### src/rtl/fp_norm_round_if.sv
// Operand/result handshake bundle for the FP multiplier normalize-and-round stage.
// The master drives operands and out_ready; the slave (the stage) returns results.
interface fp_norm_round_if #(
  parameter int PW = 48,
  parameter int EW = 10
);
  logic          in_valid;
  logic          in_ready;
  logic          in_sign;
  logic [EW-1:0] in_exp;
  logic [PW-1:0] in_prod;
  logic          out_valid;
  logic          out_ready;
  logic [31:0]   out_result;
  logic [2:0]    out_flags;

  modport master (
    output in_valid, in_sign, in_exp, in_prod, out_ready,
    input  in_ready, out_valid, out_result, out_flags
  );

  modport slave (
    input  in_valid, in_sign, in_exp, in_prod, out_ready,
    output in_ready, out_valid, out_result, out_flags
  );
endinterface

### src/rtl/fp_norm_round.sv
// Two-stage normalize / round-to-nearest-even / pack stage of the FP32 multiplier.
// Optional accumulated flags are built when FP_NORM_STICKY_FLAGS_EN is defined.
module fp_norm_round #(
  parameter int PW = 48,
  parameter int EW = 10
) (
  input  logic               clk,
  input  logic               rst,
  fp_norm_round_if.slave     bus,
  input  logic               flag_clr,
  output logic [2:0]         flags_sticky
);

  logic              s1Valid_q;
  logic              s1Zero_q;
  logic              s1Sign_q;
  logic signed [EW:0] s1Exp_q;
  logic [22:0]       s1Mant_q;
  logic              s1Guard_q;
  logic              s1Sticky_q;

  logic              normZero_d;
  logic signed [EW:0] normExp_d;
  logic [22:0]       normMant_d;
  logic              normGuard_d;
  logic              normSticky_d;

  logic              outValid_q;
  logic [31:0]       result_q;
  logic [2:0]        flags_q;
  logic [31:0]       result_d;
  logic [2:0]        flags_d;

  logic              adv1;
  logic              adv2;
  logic              roundUp;
  logic [23:0]       mantSum;
  logic signed [EW:0] expRound;
  logic              inexact;

  assign adv2         = !outValid_q || bus.out_ready;
  assign adv1         = !s1Valid_q || adv2;
  assign bus.in_ready = adv1;

  always_comb begin
    normZero_d   = (bus.in_prod[PW-1 -: 2] == 2'b00);
    normExp_d    = {bus.in_exp[EW-1], bus.in_exp};
    normMant_d   = bus.in_prod[PW-3 -: 23];
    normGuard_d  = bus.in_prod[PW-26];
    normSticky_d = |bus.in_prod[PW-27:0];
    if (bus.in_prod[PW-1]) begin
      normExp_d    = {bus.in_exp[EW-1], bus.in_exp} + (EW+1)'(1);
      normMant_d   = bus.in_prod[PW-2 -: 23];
      normGuard_d  = bus.in_prod[PW-25];
      normSticky_d = |bus.in_prod[PW-26:0];
    end
  end

  always_ff @(posedge clk or posedge rst) begin
    if (rst) begin
      s1Valid_q  <= 1'b0;
      s1Zero_q   <= 1'b0;
      s1Sign_q   <= 1'b0;
      s1Exp_q    <= '0;
      s1Mant_q   <= '0;
      s1Guard_q  <= 1'b0;
      s1Sticky_q <= 1'b0;
    end else if (adv1) begin
      s1Valid_q <= bus.in_valid;
      if (bus.in_valid) begin
        s1Zero_q   <= normZero_d;
        s1Sign_q   <= bus.in_sign;
        s1Exp_q    <= normExp_d;
        s1Mant_q   <= normMant_d;
        s1Guard_q  <= normGuard_d;
        s1Sticky_q <= normSticky_d;
      end
    end
  end

  // A carry out of the 23-bit fraction leaves it zero and bumps the exponent.
  always_comb begin
    roundUp  = s1Guard_q & (s1Sticky_q | s1Mant_q[0]);
    mantSum  = {1'b0, s1Mant_q} + 24'(roundUp);
    expRound = s1Exp_q + (EW+1)'(mantSum[23]);
    inexact  = s1Guard_q | s1Sticky_q;
    result_d = {s1Sign_q, expRound[7:0], mantSum[22:0]};
    flags_d  = {2'b00, inexact};
    if (s1Zero_q) begin
      result_d = {s1Sign_q, 31'h0};
      flags_d  = 3'b000;
    end else if (expRound >= (EW+1)'(255)) begin
      result_d = {s1Sign_q, 8'hFF, 23'h0};
      flags_d  = 3'b101;
    end else if (expRound <= (EW+1)'(0)) begin
      result_d = {s1Sign_q, 31'h0};
      flags_d  = 3'b011;
    end
  end

  always_ff @(posedge clk or posedge rst) begin
    if (rst) begin
      outValid_q <= 1'b0;
      result_q   <= '0;
      flags_q    <= '0;
    end else if (adv2) begin
      outValid_q <= s1Valid_q;
      if (s1Valid_q) begin
        result_q <= result_d;
        flags_q  <= flags_d;
      end
    end
  end

  assign bus.out_valid  = outValid_q;
  assign bus.out_result = result_q;
  assign bus.out_flags  = flags_q;

`ifdef FP_NORM_STICKY_FLAGS_EN
  logic [2:0] flagsSticky_q;
  logic       outXfer;

  assign outXfer = outValid_q & bus.out_ready;

  // A clear coinciding with a transfer keeps only that transfer's flags.
  always_ff @(posedge clk or posedge rst) begin
    if (rst) begin
      flagsSticky_q <= '0;
    end else if (flag_clr) begin
      flagsSticky_q <= outXfer ? flags_q : 3'b000;
    end else if (outXfer) begin
      flagsSticky_q <= flagsSticky_q | flags_q;
    end
  end

  assign flags_sticky = flagsSticky_q;
`else
  logic unusedFlagClr;
  assign unusedFlagClr = flag_clr;
  assign flags_sticky  = 3'b000;
`endif

endmodule

### src/flat_wrapper.sv
// flat-port wrapper written by rule: the top's interface ports become plain ports
module fp_norm_round_flat 
#(
  parameter int PW = 48,
  parameter int EW = 10
)
  (clk, rst, flag_clr, flags_sticky, bus_in_valid, bus_in_sign, bus_in_exp, bus_in_prod, bus_out_ready, bus_in_ready, bus_out_valid, bus_out_result, bus_out_flags);
  fp_norm_round_if #(.PW(PW), .EW(EW)) bus_i ();
  input  logic clk;
  input  logic rst;
  input  logic flag_clr;
  output logic [2:0] flags_sticky;
  input wire logic [$bits(bus_i.in_valid)-1:0] bus_in_valid;
  input wire logic [$bits(bus_i.in_sign)-1:0] bus_in_sign;
  input wire logic [$bits(bus_i.in_exp)-1:0] bus_in_exp;
  input wire logic [$bits(bus_i.in_prod)-1:0] bus_in_prod;
  input wire logic [$bits(bus_i.out_ready)-1:0] bus_out_ready;
  output wire logic [$bits(bus_i.in_ready)-1:0] bus_in_ready;
  output wire logic [$bits(bus_i.out_valid)-1:0] bus_out_valid;
  output wire logic [$bits(bus_i.out_result)-1:0] bus_out_result;
  output wire logic [$bits(bus_i.out_flags)-1:0] bus_out_flags;
  assign bus_i.in_valid = bus_in_valid;
  assign bus_i.in_sign = bus_in_sign;
  assign bus_i.in_exp = bus_in_exp;
  assign bus_i.in_prod = bus_in_prod;
  assign bus_i.out_ready = bus_out_ready;
  assign bus_in_ready = bus_i.in_ready;
  assign bus_out_valid = bus_i.out_valid;
  assign bus_out_result = bus_i.out_result;
  assign bus_out_flags = bus_i.out_flags;
  fp_norm_round #(.PW(PW), .EW(EW)) u_core (.clk(clk), .rst(rst), .bus(bus_i), .flag_clr(flag_clr), .flags_sticky(flags_sticky));
endmodule
### config.mk
export PLATFORM = sky130hd
export DESIGN_NAME = fp_norm_round_flat
export DESIGN_NICKNAME = d
export VERILOG_FILES = /design/src/rtl/fp_norm_round_if.sv /design/src/rtl/fp_norm_round.sv /design/src/flat_wrapper.sv
export SDC_FILE = /design/constraint.sdc
export NUM_CORES = 1
export LEC_CHECK = 0
export ABC_AREA = 0
export BUFFER_PORTS_ARGS = -buffer_cell sky130_fd_sc_hd__buf_2
export CAP_MARGIN = 5
export CORE_ASPECT_RATIO = 1.2
export CORE_UTILIZATION = 35
export CTS_BUF_LIST = sky130_fd_sc_hd__clkbuf_4 sky130_fd_sc_hd__clkbuf_8
export CTS_CLUSTER_SIZE = 24
export DETAILED_ROUTE_END_ITERATION = 16
export GPL_TIMING_DRIVEN = 0
export SYNTH_ARGS = -nofsm -noshare
export SYNTH_HDL_FRONTEND = slang
export SYNTH_SLANG_ARGS = --single-unit
### constraint.sdc
create_clock -name clk -period 9.55 [get_ports clk]
set_input_delay 0.955 -clock clk [delete_from_list [all_inputs] [get_ports clk]]
set_output_delay 0.955 -clock clk [all_outputs]
set_load 0.05 [all_outputs]
# == Word level (Yosys, flattened, before mapping) ==
# Index checks and enable logic that the tools add are counted.
# op_classes
addsub,3
bitwise,3
muxes,10
n_lt_le_gt_ge,2
reduce_logical,9
# ops
operator,count
$mux 31,3
$add 23x1->24,1
$mux 23,1
$reduce_or 23->1,1
$reduce_or 22->1,1
$add 10x2->11 const B,1
$add 11x1->11,1
$ge 11x9->1 const B,1
$le 11x1->1 const B,1
$mux 11,1
$mux 3,2
$reduce_and 2->1,2
$logic_not 1->1,2
$logic_not 2->1,1
$logic_or 1x1->1,2
$mux 1,2
$mux 2,1
$or 1x1->1,2
$and 1x1->1,1
# totals
wordCells,37
output_inout_bits,40
regBits,75

# == Depth between registers and ports, before layout ==
# Gate-level depths: netlist (run 1).
# depth
word_depth,8
depth_mapped,15
mapped_depth_nobuf,13

# == Worst setup path after synthesis (run 1) ==
# OpenSTA, ideal clock, no wires.
# synth_path
path_type,register -> register
startpoint,register u_core.s1Mant_q[5]
endpoint,register u_core.result_q[0] (netlist: u_core.bus.out_result[0])
path_stages_with_launch,14
n_path_buf,1
path_slack_ps,6396
t_arrival_ps,3087
required_time_ps,9483
synth_period_minus_slack_ps,3154
cell_sequence,dfrtp_1 > nand3_1 > nor4_2 > nand4_1 > nor2_1 > ha_1 > ha_1 > and4_4 > nand4_1 > xnor2_1 > or3_1 > nor3_4 > buf_6 > a22o_1
# synth_between
elab_chain_cells,6
# synth_lines
element,line_no,text
start: declaration,fp_norm_round.sv:18,logic [22:0] s1Mant_q;
start signal: assignment,fp_norm_round.sv:74,s1Mant_q <= normMant_d;
$add 23x1->24 (*),fp_norm_round.sv:84,"mantSum = {1'b0, s1Mant_q} + 24'(roundUp);"
$add 11x1->11 (*),fp_norm_round.sv:85,expRound = s1Exp_q + (EW+1)'(mantSum[23]);
$le 11x1->1,fp_norm_round.sv:95,end else if (expRound <= (EW+1)'(0)) begin
$mux 31,fp_norm_round.sv:95,
$mux 31 (*),fp_norm_round.sv:92,end else if (expRound >= (EW+1)'(255)) begin
$mux 31 (*),fp_norm_round.sv:89,if (s1Zero_q) begin
end signal: assignment,fp_norm_round.sv:109,result_q <= result_d;
end: declaration,fp_norm_round.sv:29,logic [31:0] result_q;
# Every way passes the cells marked *; elsewhere a longest branch is shown, timed or not.
# A chain may end at the register's enable or synchronous reset.

# == Worst setup path in the final report (run 1) ==
# layout_path
startpoint,register u_core.s1Mant_q[6]
endpoint,register u_core.result_q[22] (netlist: u_core.bus.out_result[22])
# layout_between
elab_chain_cells,6
# layout_lines
element,line_no
$add 23x1->24 (*),fp_norm_round.sv:84
$add 11x1->11,fp_norm_round.sv:85
$le 11x1->1,fp_norm_round.sv:95
$mux 31,fp_norm_round.sv:95
$mux 31 (*),fp_norm_round.sv:92
$mux 31 (*),fp_norm_round.sv:89
# Marked as above.

==> summary.md, run 1 <==
The congestion estimate from routability-driven global placement came to 0.805. The number of storage elements in the synthesis netlist works out to 75. The final worst-path cycle share was 0.389. TritonCTS built the clock tree.

The post-synthesis share of cell area spent on xor and xnor gates is 0.0834, and the area share of the leading cell type in the synthesized netlist is 0.470. The count of input and output buffers is 98. The antenna cell count came out at 0. The final-report setup violation count came out at 0. STA classifies the critical path startpoint as a flip-flop. The wire length of the first global-routing pass came out at 15.1 mm. Yosys attributes the largest share of cell area to sky130_fd_sc_hd__dfrtp_1 47%, sky130_fd_sc_hd__mux2i_1 6.5%, sky130_fd_sc_hd__nand2_1 6.3%, sky130_fd_sc_hd__a22o_1 5.7%, sky130_fd_sc_hd__xnor2_1 5.5%.

For the worst setup path, the data arrival time is 4010 ps. Entering global routing, the biggest net connects 76 pins. During synthesis, Yosys emitted a total of 0 warnings. Counting flops with a built-in enable in the synthesized netlist gives 0.

The starting utilization of the core area was 0.360; the number of remaining DRC errors was 0. The average instance in the mapped netlist occupies 10.1 sq um. Number of antenna violations at the first check in global routing: 0.

The post-DP HPWL is 7.35 mm, and the starting DRC count in detailed routing is 107. Setup repair after global routing left no endpoint under its margin. The final hold violation count was 0; the number of violations of the max-capacitance limit was 0. For the via count of the first global-routing pass, the log shows 3,130.

After filler insertion, the fill cell instance count of the layout stands at 1,088. Dividing the detail-routed wire length by the instance count gives 13.8 um. The maximum clock frequency was 0.269 GHz; the minimum clock period after layout was 3720 ps. Clock-pin slew was measured on the worst setup and hold paths at 90 ps.

Async set or reset register ratio after synthesis: 1.00. Ranked by instance count, the synthesized netlist is headed by 75 x sky130_fd_sc_hd__dfrtp_1, 67 x sky130_fd_sc_hd__nand2_1, 43 x sky130_fd_sc_hd__o21ai_0. The boundary pin count was 104.

The worst setup path is captured at a flip-flop. Once the clock tree was built, the setup fixing pass inserted 0 buffers. The number of nets in the final layout was 578.

The core outline area was 0.0111 sq mm. After routing, the total negative slack on setup checks comes to 0 ps. Summing all flip-flop and latch instances after layout gives 0.00188 sq mm. The most used standard cell by instance count after synthesis is sky130_fd_sc_hd__dfrtp_1. The number of sinks driven by the clock tree was 75; the cell count after synthesis was 397. The global-route usage over all layers came out at 0.164. The complex-gate fraction of the synthesized area is 0.145, and the detailed-route vias per instance is 4.87. The dominant register cell in the synthesized netlist is sky130_fd_sc_hd__dfrtp_1. After synthesis, the largest family of logic cells by area is simple AND/OR/NAND/NOR gates. The combined area of the multi-input logic cells came out at 0.00196 sq mm.

In this run, post-CTS repair resized a total of 0 instances. The run finished with clean final reports. The floorplan step set the die height to 119 um. For the count of cell types in the netlist, the log shows 42. Cell type with the highest aggregate area in the netlist: sky130_fd_sc_hd__dfrtp_1.

IR analysis of the VDD net gives a maximum drop of 0.0000735 V. The signed area change from the synthesized netlist to the final layout is 23.3%, and the simple-gate portion of the synthesized area is 0.173. The floorplan step set the die width to 99.5 um. The mux contribution to synthesized area is 0.0708, and the total power density per cell area is 184 mW/mm^2. The proportion of layout cells with a drive suffix above 1 came out at 0.267. The worst slew margin relative to its limit was 0.518. In this run the remaining antenna-violating nets after routing total 0.

End-of-flow core utilization: 0.444. The clock buffer count from CTS was 9. Total standard cell area after synthesis: 0.00399 sq mm.

In this run the worst hold path is classified as flip-flop to flip-flop. The largest driver fanout on the critical path is 10. The arithmetic-cell share of the synthesized area counting full adders, half adders and majority gates is 0.0157.

The clock tree synthesis step divided the H-tree into 3 levels. The pre-antenna-repair detailed-routing pass consisted of 4 iterations. The tree is rooted in a sky130_fd_sc_hd__clkbuf_8. The leftover overflow at the end of global routing came out at 0.

The tools report the maximum buffer depth of the clock tree as 2. For the pin with the worst max-slew slack, the measured transition is 723 ps. The post-detailed-routing wire length came out at 9.23 mm. The sequential fraction of the synthesis area was 0.470.

The later pin in the worst-skew pair is clocked with a latency of 360 ps. Buffers inserted to repair hold after CTS numbered 0. The worst setup path is of the flip-flop to flip-flop kind.

The logs give 9840 ps for the data required time at the worst endpoint and 0.00232 uW for the cell leakage power. The initialized floorplan defines 42 standard-cell rows. The die covers 0.0118 sq mm. The total via count in the routed design was 3,253; the number of pins exceeding their max-slew limit in the final report was 0. The worst setup skew after layout is 16.4 ps.
## power by group
group | leakage (uW) | internal, uW | switching (uW)
clock network | 0.000103 | 130 | 124
logic | 0.00127 | 83.9 | 165
registers | 0.000951 | 361 | 42.5
total | 0.00232 | 576 | 331
## flip-flops by register name, summed over array words and instances (netlist names)
signal                 flops
u_core.bus.out_flags       3
u_core.s1Sign_q            1
u_core.s1Mant_q           23
u_core.s1Sticky_q          1
u_core.s1Guard_q           1
u_core.s1Exp_q            11
u_core.s1Valid_q           1
u_core.bus.out_result     32
u_core.s1Zero_q            1
u_core.bus.out_valid       1
## layout by cell type, fill, tap and decap left out, drive strengths merged, types with 2 or more instances in the layout
master    n
a21oi     2
a22o     26
a31oi     3
and3      5
and4      3
buf     112
clkbuf   23
clkinv    2
conb      3
dfrtp    75
ha        5
inv       6
mux2      2
mux2i    26
nand2    67
nand2b    3
nand3    13
nand4    13
nor2     14
nor3      7
nor4      8
o21ai    43
o31ai     2
or3       2
xnor2    25
xor2     13
## routing by layer
| metal | GRT usage | part of all wire | vias up |
|---|---|---|---|
| met5 | 0 | 0 | - |
| met4 | 0.0846 | 0.024 | 0 |
| met3 | 0.0252 | 0.048 | 16 |
| met2 | 0.257 | 0.45 | 102 |
| met1 | 0.219 | 0.48 | 1501 |
| li1 | - | - | 1634 |
## stage by stage
stage / cell area, sq um / power [uW] / std cells / hold slack, ps / worst slack, ps
after floorplan: 4000 / 585 / 399 / 456 / 6400
after CTS: 4920 / 914 / 668 / 478 / 5840
after detailed placement: 4710 / 661 / 652 / 459 / 5860
final: 4920 / 907 / 668 / 473 / 5830
after global placement: 4680 / 653 / 651 / 450 / 5860
after global routing: 4920 / 955 / 668 / 520 / 5570
## worst paths after layout
check	cells after the start	slack, ps	start	endpoint
worst max-delay path	13	5830	u_core.s1Mant_q[6]	u_core.bus.out_result[22]
worst min-delay path	2	470	u_core.bus.out_result[27]	u_core.bus.out_result[27]
worst max register to register	13	5830	u_core.s1Mant_q[6]	u_core.bus.out_result[22]
worst min register to register	2	470	u_core.bus.out_result[27]	u_core.bus.out_result[27]
max in group asynchronous	3	8570	rst	u_core.bus.out_result[23]
min in group asynchronous	3	660	rst	u_core.bus.out_result[15]
## area by class of cell
class,count,share of cell area
plain buffers,26,0.0307
repair buffers,99,0.105
multi-input cells,294,0.397
clock buffers,10,0.0280
inverters,4,0.00356
well taps,154,0.0391
clock inverters,6,0.0147
flip-flops and latches,75,0.381
## logic make-up (layout without fill, tap and decap cells)
family	count (synthesis)	count (layout)
mux	28	28
simple gates	138	138
fa+ha+maj	5	5
xor+xnor	38	38
other cells	1	3
flops	75	75
compound gates	82	82
buf+inv	30	145
## worst max-delay path, stage by stage (launching register included)
cell                      delay, ps
sky130_fd_sc_hd__dfrtp_1        480
sky130_fd_sc_hd__nand3_1        190
sky130_fd_sc_hd__nor4_2         460
sky130_fd_sc_hd__nand4_1        240
sky130_fd_sc_hd__nor2_1         190
sky130_fd_sc_hd__ha_1           240
sky130_fd_sc_hd__ha_1           270
sky130_fd_sc_hd__and4_4         300
sky130_fd_sc_hd__nand4_1        110
sky130_fd_sc_hd__xnor2_1        170
sky130_fd_sc_hd__or3_1          410
sky130_fd_sc_hd__nor3_4         260
sky130_fd_sc_hd__buf_6          180
sky130_fd_sc_hd__a22o_1         130
(Power assumes the default switching activity.)
==> inputs of run 2 (changes only) <==
--- a/config.mk
+++ b/config.mk
@@ -5,7 +5,7 @@
 export SDC_FILE = /design/constraint.sdc
 export NUM_CORES = 1
 export LEC_CHECK = 0
-export ABC_AREA = 0
+export ABC_AREA = 1
 export BUFFER_PORTS_ARGS = -buffer_cell sky130_fd_sc_hd__buf_2
 export CAP_MARGIN = 5
 export CORE_ASPECT_RATIO = 1.2
==> constraint.sdc (replaced) <==
create_clock -name clk -period 3.9 [get_ports clk]
set_input_delay 0.39 -clock clk [delete_from_list [all_inputs] [get_ports clk]]
set_output_delay 0.39 -clock clk [all_outputs]
set_load 0.05 [all_outputs]
==> run 2 against run 1 <==
Wire length is 25% higher. Via count grew 31%. Register-to-register slack got worse by 5500 ps. Core utilization increased by 0.43 points. Fmax increased by 2.9%. Non-clock buffer count increased by 2. Die area increased by 11%. Global-route usage increased by 2.1 points. Sequential power grew to 2.6 times the previous value. Sequential share of layout area shrank 3.9 points. Area after synthesis is 11% higher. Highest routed layer unchanged.
==> summary.md, run 2 <==
For the post-detailed-routing wire length, the log shows 11.5 mm (was 9.23 mm). The tools report the cell area after layout as 0.00548 sq mm (was 0.00492 sq mm). Leading cell types in the layout, fill and taps excluded: 200 x sky130_fd_sc_hd__nand2_1, 99 x sky130_fd_sc_hd__buf_2, 75 x sky130_fd_sc_hd__dfrtp_1 (was 99 x sky130_fd_sc_hd__buf_2, 75 x sky130_fd_sc_hd__dfrtp_1, 67 x sky130_fd_sc_hd__nand2_1).

The maximum clock frequency was 0.277 GHz (was 0.269 GHz). The number of antenna violations at the first check in global routing is 0 (unchanged). For the core outline area, the log shows 0.0122 sq mm (was 0.0111 sq mm). Cell type with the highest aggregate area in the netlist: sky130_fd_sc_hd__dfrtp_1 (unchanged). The minimum clock period after layout came out at 3610 ps (was 3720 ps). The most common cell after layout, fill and taps aside is sky130_fd_sc_hd__nand2_1 (was sky130_fd_sc_hd__buf_2). The area share of the leading cell type in the synthesized netlist is 0.422 (was 0.470), and the number of routed nets with antenna violations is 0 (unchanged).

Count of flip-flops with a built-in enable after synthesis: 0 (unchanged). The final worst-path cycle share is 0.926 (was 0.389), and the detailed-route vias per instance is 4.74 (was 4.87). The clock-pin transition on the worst setup and hold timing paths was 80 ps (was 90 ps). The logs give 75 (unchanged) for the number of sinks driven by the clock tree and 0.825 (was 0.805) for the last weighted congestion value of the routability-driven placer. For the combined flip-flop and latch cell area, the log shows 0.00188 sq mm (unchanged). The tools report the wire length of the first global-routing pass as 19.4 mm (was 15.1 mm).

The run finished with clean final reports. The logs give 76 (unchanged) for the pin count of the biggest net entering global routing and 4200 ps (was 9840 ps) for the data required time at the worst endpoint. The total power density per cell area is 504 mW/mm^2 (was 184 mW/mm^2), and the number of storage elements in the synthesis netlist is 75 (unchanged). The total standard cell area after synthesis was 0.00445 sq mm (was 0.00399 sq mm). The run gives 4,250 (was 3,253) as the total via count in the routed design. The proportion of layout cells with a drive suffix above 1 came out at 0.210 (was 0.267). The root cell of the clock tree was sky130_fd_sc_hd__clkbuf_8 (unchanged).

The mean routed wirelength per cell was 12.9 um (was 13.8 um); the number of violations of the max-capacitance limit was 0 (unchanged). The leftover overflow at the end of global routing is 0 (unchanged), and the number of nets in the final layout is 799 (was 578). Most used standard cell by instance count after synthesis: sky130_fd_sc_hd__nand2_1 (was sky130_fd_sc_hd__dfrtp_1).

The post-DP HPWL was 9.27 mm (was 7.35 mm); the clock buffer count from CTS was 9 (unchanged). The filler cell count in the final layout is 1,318 (was 1,088). For the antenna cell count, the log shows 0 (unchanged). The post-synthesis area per instance is 7.22 sq um (was 10.1 sq um). The final-report setup violation count came out at 0 (unchanged). The critical path startpoint category was a flip-flop (unchanged).

Ranking of synthesized cells by area: sky130_fd_sc_hd__dfrtp_1 42%, sky130_fd_sc_hd__nand2_1 17%, sky130_fd_sc_hd__nor2_1 5.6%, sky130_fd_sc_hd__inv_1 5.1%, sky130_fd_sc_hd__nand3_1 4.5% (was sky130_fd_sc_hd__dfrtp_1 47%, sky130_fd_sc_hd__mux2i_1 6.5%, sky130_fd_sc_hd__nand2_1 6.3%, sky130_fd_sc_hd__a22o_1 5.7%, sky130_fd_sc_hd__xnor2_1 5.5%). The async set or reset register ratio after synthesis works out to 1.00 (unchanged). The tools report the worst setup skew after layout as 9.11 ps (was 16.4 ps). The logs give 0 (unchanged) for the final hold violation count and 0 ps (unchanged) for the post-route setup TNS. The row count is 44 (was 42). The run gives 4 (unchanged) as the number of detailed-route iterations in the first pass. Cell types with the highest counts after synthesis: 200 x sky130_fd_sc_hd__nand2_1, 75 x sky130_fd_sc_hd__dfrtp_1, 66 x sky130_fd_sc_hd__nor2_1 (was 75 x sky130_fd_sc_hd__dfrtp_1, 67 x sky130_fd_sc_hd__nand2_1, 43 x sky130_fd_sc_hd__o21ai_0). The run gives 0.422 (was 0.470) as the sequential fraction of the synthesis area.

The hold slack is 97.4 ps (was 473 ps), and the clock network latency to the later pin of the worst-skew pair is 370 ps (was 360 ps). The signed area change from the synthesized netlist to the final layout works out to 23.2% (was 23.3%). For the count of hold buffers inserted by post-cts repair, the log shows 0 (unchanged). The run gives 0.000207 V (was 0.0000735 V) as the worst-case vdd ir drop. The tools report the global-route usage over all layers as 0.186 (was 0.164).

The flip-flop count of the largest register, all copies and words added was 32 (unchanged). The count of input and output buffers works out to 99 (was 98). The cell count after synthesis is 616 (was 397), and the die outline width is 105 um (was 99.5 um). The run gives 0.0132 sq mm (was 0.0118 sq mm) as the full die area.

Data arrival time at the worst-slack endpoint: 3910 ps (was 4010 ps). The height of the die is 125 um (was 119 um), and the instance area after placement is 0.00518 sq mm (was 0.00471 sq mm). The starting utilization of the core area came out at 0.364 (was 0.360). Maximum buffer depth of the clock tree: 2 (unchanged).

The level count of the clock H-tree came out at 3 (unchanged). The run gives 140 (was 107) as the starting DRC count in detailed routing. The number of remaining DRC errors is 0 (unchanged).

Category of the worst setup path capture point: a flip-flop (unchanged). The boundary pin count came out at 104 (unchanged). TritonCTS built the clock tree. The run gives 0.00223 sq mm (was 0.00196 sq mm) as the combined area of the multi-input logic cells. Path type of the worst setup path: flip-flop to flip-flop (unchanged). The cell leakage power came out at 0.00283 uW (was 0.00232 uW). The path type of the worst min-delay path is primary input to async pin (was flip-flop to flip-flop). The tools report the number of warnings reported in the yosys synthesis log as 0 (unchanged). The dominant register cell in the synthesized netlist is sky130_fd_sc_hd__dfrtp_1 (unchanged). The tools report the worst slew margin relative to its limit as 0.577 (was 0.518). The largest driver fanout on the critical path works out to 10 (unchanged). The via count of the first global-routing pass is 4,140 (was 3,130).

The number of pins exceeding their max-slew limit in the final report was 0 (unchanged). The worst-margin pin slew is 628 ps (was 723 ps). The run gives 38 (was 42) as the count of cell types in the netlist.
## run 2: cell count changes in the layout (fill, tap and decap cells not counted), moves of 6 or more
cell / previous run / this run
sky130_fd_sc_hd__nor2_2: 0 / 7
sky130_fd_sc_hd__o21ai_1: 0 / 6
sky130_fd_sc_hd__xnor2_1: 25 / 1
sky130_fd_sc_hd__nand2_2: 0 / 6
sky130_fd_sc_hd__nand4_1: 13 / 27
sky130_fd_sc_hd__nand3_1: 13 / 40
sky130_fd_sc_hd__inv_1: 3 / 60
sky130_fd_sc_hd__mux2i_1: 26 / 0
sky130_fd_sc_hd__nand2_1: 67 / 200
sky130_fd_sc_hd__a22o_1: 26 / 0
sky130_fd_sc_hd__a31oi_1: 3 / 22
sky130_fd_sc_hd__nor2_1: 14 / 62
sky130_fd_sc_hd__o21ai_0: 43 / 16
## run 2: logic make-up after synthesis
| group | synth area share |
|---|---|
| simple gates | 0.358 |
| buf+inv | 0.0889 |
| flops | 0.422 |
| compound gates | 0.0805 |
| xor+xnor | 0.0335 |
| fa+ha+maj | 0.0141 |
| other cells | 0.000843 |
| mux | 0.00253 |
## run 2: path summary, 6_finish.rpt
check,from,endpoint,slack (ps),cells after the start
setup / recovery,u_core.s1Mant_q[0],u_core.bus.out_result[20],290,25
hold reg to reg,u_core.bus.out_result[22],u_core.bus.out_result[22],480,2
max in group asynchronous,rst,u_core.s1Mant_q[22],3500,3
hold / removal,rst,u_core.s1Mant_q[15],100,3
min in group clk,bus_in_prod[46],u_core.s1Zero_q,230,2
setup reg to reg,u_core.s1Mant_q[0],u_core.bus.out_result[20],290,25
## run 2: power breakdown
part           leakage [uW]  internal (uW)  switching [uW]  total [uW]
registers          0.000924            925             128        1050
logic               0.00178            273             702         976
clock network      0.000127            447             285         733
## run 2: cell type report
| class | instances | area share |
|---|---|---|
| sequential | 75 | 0.343 |
| inverter | 63 | 0.0436 |
| buffer | 26 | 0.0290 |
| clock inverter | 5 | 0.0183 |
| timing repair buffer | 101 | 0.0968 |
| tap | 161 | 0.0368 |
| clock buffer | 11 | 0.0265 |
| multi-input combinational | 454 | 0.406 |
## run 2: per-stage QoR
stage	instances	utilization	total power, uW	setup slack [ps]
floorplan	618	-	1760	771
global placement	878	0.421	2020	65.4
detailed placement	879	0.424	2040	8.14
CTS	895	0.444	2770	93.9
global route	896	0.448	2920	-45.9
finish	896	0.448	2760	290
## run 2: per-layer routing
layer	global-route usage	routed length [um]
met1	0.239	5350
met2	0.313	5480
met3	0.0313	502
met4	0.0671	185
met5	0	0
## run 2: repair_timing
item | CTS | global route
setup endpoints to repair | 1 | 34
buffers inserted | 0 | 1
resized for setup | 1 | 11
gates cloned | 0 | 0
hold endpoints to repair | 0 | 0
## run 2: worst max-delay path, stage by stage (launching register included)
cell and delay, ps:
sky130_fd_sc_hd__dfrtp_1 390, sky130_fd_sc_hd__inv_1 50, sky130_fd_sc_hd__a21oi_1 150, sky130_fd_sc_hd__ha_2 200, sky130_fd_sc_hd__inv_1 70, sky130_fd_sc_hd__nor2_4 160
sky130_fd_sc_hd__nand2_1 110, sky130_fd_sc_hd__nor2_2 130, sky130_fd_sc_hd__nand4_1 150, sky130_fd_sc_hd__nor3_2 140, sky130_fd_sc_hd__nand3_1 120, sky130_fd_sc_hd__nor2_2 130
sky130_fd_sc_hd__ha_2 220, sky130_fd_sc_hd__ha_1 190, sky130_fd_sc_hd__nand2_2 130, sky130_fd_sc_hd__nor2_4 180, sky130_fd_sc_hd__nand2_1 80, sky130_fd_sc_hd__nand2_1 70
sky130_fd_sc_hd__nand2_2 90, sky130_fd_sc_hd__nor2_2 90, sky130_fd_sc_hd__nand2_1 80, sky130_fd_sc_hd__nor2_4 150, sky130_fd_sc_hd__buf_6 160, sky130_fd_sc_hd__buf_12 130
sky130_fd_sc_hd__nand4_1 100, sky130_fd_sc_hd__nand2_1 70
==> inputs of run 3 (changes only) <==
--- a/config.mk
+++ b/config.mk
@@ -8,12 +8,13 @@
 export ABC_AREA = 1
 export BUFFER_PORTS_ARGS = -buffer_cell sky130_fd_sc_hd__buf_2
 export CAP_MARGIN = 5
-export CORE_ASPECT_RATIO = 1.2
+export CORE_ASPECT_RATIO = 0.9
 export CORE_UTILIZATION = 35
 export CTS_BUF_LIST = sky130_fd_sc_hd__clkbuf_4 sky130_fd_sc_hd__clkbuf_8
 export CTS_CLUSTER_SIZE = 24
 export DETAILED_ROUTE_END_ITERATION = 16
 export GPL_TIMING_DRIVEN = 0
+export SKIP_LAST_GASP = 1
 export SYNTH_ARGS = -nofsm -noshare
 export SYNTH_HDL_FRONTEND = slang
 export SYNTH_SLANG_ARGS = --single-unit
==> run 3 against run 2 <==
Fmax rose by 0.68%. Core utilization down 0.46 points. Clock skew rose by 3.6 ps. Hold slack got worse by 78 ps. Register-to-register slack better by 20 ps. Largest power group unchanged. Highest routed layer unchanged.
==> summary.md, run 3 (synthesis gave the netlist of run 2 again) <==
End of the critical path: u_core.bus.out_result[6] (was u_core.bus.out_result[20]). Leftover overflow at the end of global routing: 0 (unchanged). The number of antenna violations at the first check in global routing was 0 (unchanged).

Capture point of the worst reg-to-reg path: u_core.bus.out_result[6] (was u_core.bus.out_result[20]). Combined area of the multi-input logic cells: 0.00222 sq mm (was 0.00223 sq mm). The run gives 0.568 (was 0.577) as the worst slew margin relative to its limit.

Leading cell types in the layout, fill and taps excluded: 200 x sky130_fd_sc_hd__nand2_1, 99 x sky130_fd_sc_hd__buf_2, 75 x sky130_fd_sc_hd__dfrtp_1 (unchanged). The flip-flop count of the largest register, all copies and words added works out to 32 (unchanged). The number of detailed-route iterations in the first pass came out at 4 (unchanged).

The flow ran to the end, and the final reports show no timing, DRC or antenna violations. The cell leakage power was 0.00282 uW (was 0.00283 uW); the starting utilization of the core area was 0.364 (about the same). Largest driver fanout on the critical path: 10 (unchanged). The origin of the worst setup path is u_core.s1Mant_q[0] (unchanged).

The final-report setup violation count is 0 (unchanged). The run gives 9.48 mm (was 9.27 mm) as the post-DP HPWL. The run gives 19.9 mm (was 19.4 mm) as the wire length of the first global-routing pass.

The worst slack at placement is 14.2 ps (was 8.14 ps), and the number of pins exceeding their max-slew limit in the final report is 0 (unchanged). Number of routed nets with antenna violations: 0 (unchanged). The die outline width is 121 um (was 105 um). The uppermost signal routing layer after detailed routing is met4 (unchanged).

The tools report the number of sinks driven by the clock tree as 75 (unchanged). The run gives 0.227 (was 0.265) as the fraction of power consumed by the clock network. TritonCTS built the clock tree. Worst reg2reg path depth: 25 (unchanged). The full die area was 0.0132 sq mm (about the same); the switching component of the power was 1120 uW (about the same). The depth of the critical timing path with buffers and inverters included was 25 (unchanged). The path type of the worst min-delay path is primary input to async pin (unchanged). The count of input and output buffers was 99 (unchanged); the number of violations of the max-capacitance limit was 0 (unchanged).

The signed area change from the synthesized netlist to the final layout came out at 21.9% (was 23.2%). The post-detailed-routing wire length is 11.7 mm (was 11.5 mm), and the data required time at the worst endpoint is 4190 ps (was 4200 ps). The slowest cell on the critical path is sky130_fd_sc_hd__dfrtp_1 (unchanged). The starting DRC count in detailed routing came out at 243 (was 140). The data arrival time at the worst-slack endpoint is 3870 ps (was 3910 ps), and the worst stage delay on the critical path is 400 ps (was 390 ps).

For the last weighted congestion value of the routability-driven placer, the log shows 0.821 (was 0.825). The critical path startpoint category was a flip-flop (unchanged). The antenna cell count is 0 (unchanged). The total power density per cell area is 485 mW/mm^2 (was 504 mW/mm^2), and the detailed-route vias per instance is 4.75 (was 4.74).

The tools report the met3 wire length as 618 um (was 502 um). The number of remaining DRC errors came out at 0 (unchanged). The run gives 0.401 (was 0.381) as the share of total power in sequential cells. The worst setup skew after layout was 12.7 ps (was 9.11 ps); the maximum buffer depth of the clock tree was 2 (unchanged).

The source of the worst register-to-register timing path was u_core.s1Mant_q[0] (unchanged). The pin count of the biggest net entering global routing was 48 (was 76); the boundary pin count was 104 (unchanged). The level count of the clock H-tree was 3 (unchanged); the clock-pin transition on the worst setup and hold timing paths was 80 ps (about the same).

The via count of the first global-routing pass was 4,078 (was 4,140). Combined flip-flop and latch cell area: 0.00188 sq mm (unchanged). The maximum clock frequency is 0.279 GHz (was 0.277 GHz), and the core outline area is 0.0122 sq mm (about the same). The most common cell after layout, fill and taps aside is sky130_fd_sc_hd__nand2_1 (unchanged).

The height of the die is 109 um (was 125 um), and the clock network latency to the later pin of the worst-skew pair is 350 ps (was 370 ps). The minimum clock period after layout came out at 3590 ps (was 3610 ps). The tools report the post-route setup TNS as 0 ps (unchanged). The category of the worst setup path capture point is a flip-flop (unchanged). The filler cell count in the final layout is 1,298 (was 1,318). For the portion of total power attributed to combinational logic, the log shows 0.372 (was 0.353).

The smallest setup slack after layout is 315 ps (was 290 ps), and the mean routed wirelength per cell is 13.1 um (was 12.9 um). The flop-to-flop setup slack came out at 310 ps (was 290 ps). The logs give 0 (unchanged) for the final hold violation count and 6.21 mm (was 5.35 mm) for the length of routed wiring on met1.

The tools report the total via count in the routed design as 4,254 (was 4,250). The tools report the clock buffer count from CTS as 9 (unchanged). Dominant delay contributor by cell family on the critical path: simple AND/OR/NAND/NOR gates (unchanged). For the global-route usage over all layers, the log shows 0.195 (was 0.186).

The final worst-path cycle share is 0.919 (was 0.926). Worst-case vdd ir drop: 0.000136 V (was 0.000207 V). The proportion of layout cells with a drive suffix above 1 was 0.207 (was 0.210). The cell internal power dissipation was 1510 uW (was 1650 uW); the count of buffering cells on the critical path with inverters included was 4 (unchanged). The root cell of the clock tree is sky130_fd_sc_hd__clkbuf_8 (unchanged). The wire length on met2 came out at 4.80 mm (was 5.48 mm). The row count is 38 (was 44), and the worst-margin pin slew is 643 ps (was 628 ps). Cell repeated most along the worst path: sky130_fd_sc_hd__nand2_1 (unchanged).

Overall power after layout: 2630 uW (was 2760 uW). The switching share of power was 0.426 (was 0.404); the number of nets in the final layout was 800 (was 799). The path type of the worst setup path is flip-flop to flip-flop (unchanged).
==> run 3: power groups by stage <==
stage,Sequential [uW],Clock [uW],Combinational [uW]
finish,1060,596,979
global route,1080,645,1080
CTS,1050,604,977
detailed placement,1070,0,973
global placement,1060,0,960
floorplan,1340,0,424
==> run 3: area by class of cell <==
cell class	instances	share of cell area
clock buffers	12	0.0270
clock inverters	3	0.00739
inverters	63	0.0441
repair buffers	102	0.0992
plain buffers	26	0.0293
multi-input cells	454	0.410
well taps	160	0.0369
flip-flops and latches	75	0.346
==> run 3: worst reg2reg max path, stage by stage, from the launching register on <==
cell and delay [ps]:
sky130_fd_sc_hd__dfrtp_1 400, sky130_fd_sc_hd__inv_1 50, sky130_fd_sc_hd__a21oi_1 150, sky130_fd_sc_hd__ha_1 200
sky130_fd_sc_hd__inv_1 70, sky130_fd_sc_hd__nor2_4 170, sky130_fd_sc_hd__nand2_1 100, sky130_fd_sc_hd__nor2_2 130
sky130_fd_sc_hd__nand4_1 170, sky130_fd_sc_hd__nor3_2 160, sky130_fd_sc_hd__nand3_1 120, sky130_fd_sc_hd__nor2_2 120
sky130_fd_sc_hd__ha_2 210, sky130_fd_sc_hd__ha_1 220, sky130_fd_sc_hd__nand2_4 110, sky130_fd_sc_hd__nor2_4 140
sky130_fd_sc_hd__nand2_1 80, sky130_fd_sc_hd__nand2_1 80, sky130_fd_sc_hd__nand2_2 80, sky130_fd_sc_hd__nor2_2 80
sky130_fd_sc_hd__nand2_1 60, sky130_fd_sc_hd__nor2_2 150, sky130_fd_sc_hd__buf_6 160, sky130_fd_sc_hd__buf_12 130
sky130_fd_sc_hd__nand4_1 100, sky130_fd_sc_hd__nand2_1 70
==> run 3: through the flow <==
step                      hold slack, ps  std cells  utilization  area (sq um)
after floorplan                      445        618            -          4450
after global placement               458        877        0.421          5150
after detailed placement             404        878        0.424          5180
after CTS                           18.4        893        0.439          5370
after global routing                24.5        895        0.444          5420
final                               18.9        895        0.444          5420
==> run 3: worst min-delay path by stage <==
| stage | endpoint | start | slack (ps) |
|---|---|---|---|
| 6_report | u_core.bus.out_result[8] | rst | 20 |
| 4_1_cts | u_core.bus.out_result[8] | rst | 20 |
| 5_1_grt | u_core.bus.out_result[8] | rst | 20 |
| 2_1_floorplan | u_core.s1Sign_q | u_core.s1Sign_q | 440 |
| 3_5_place_dp | u_core.bus.out_result[8] | rst | 400 |
| 3_3_place_gp | u_core.bus.out_result[0] | u_core.bus.out_result[0] | 460 |
==> run 3: timing repair <==
action,CTS,global route
hold buffers,0,0
resized for setup,1,10
pin swaps,0,3
cloned,0,0
endpoints found under the hold margin,0,0
setup buffers,0,2
endpoints found under the setup margin,1,34
==> run 3: routing by layer <==
| layer | GRT usage | vias up |
|---|---|---|
| met5 | 0 | - |
| met4 | 0.0494 | 0 |
| li1 | - | 2233 |
| met3 | 0.0361 | 7 |
| met1 | 0.287 | 1901 |
| met2 | 0.292 | 113 |
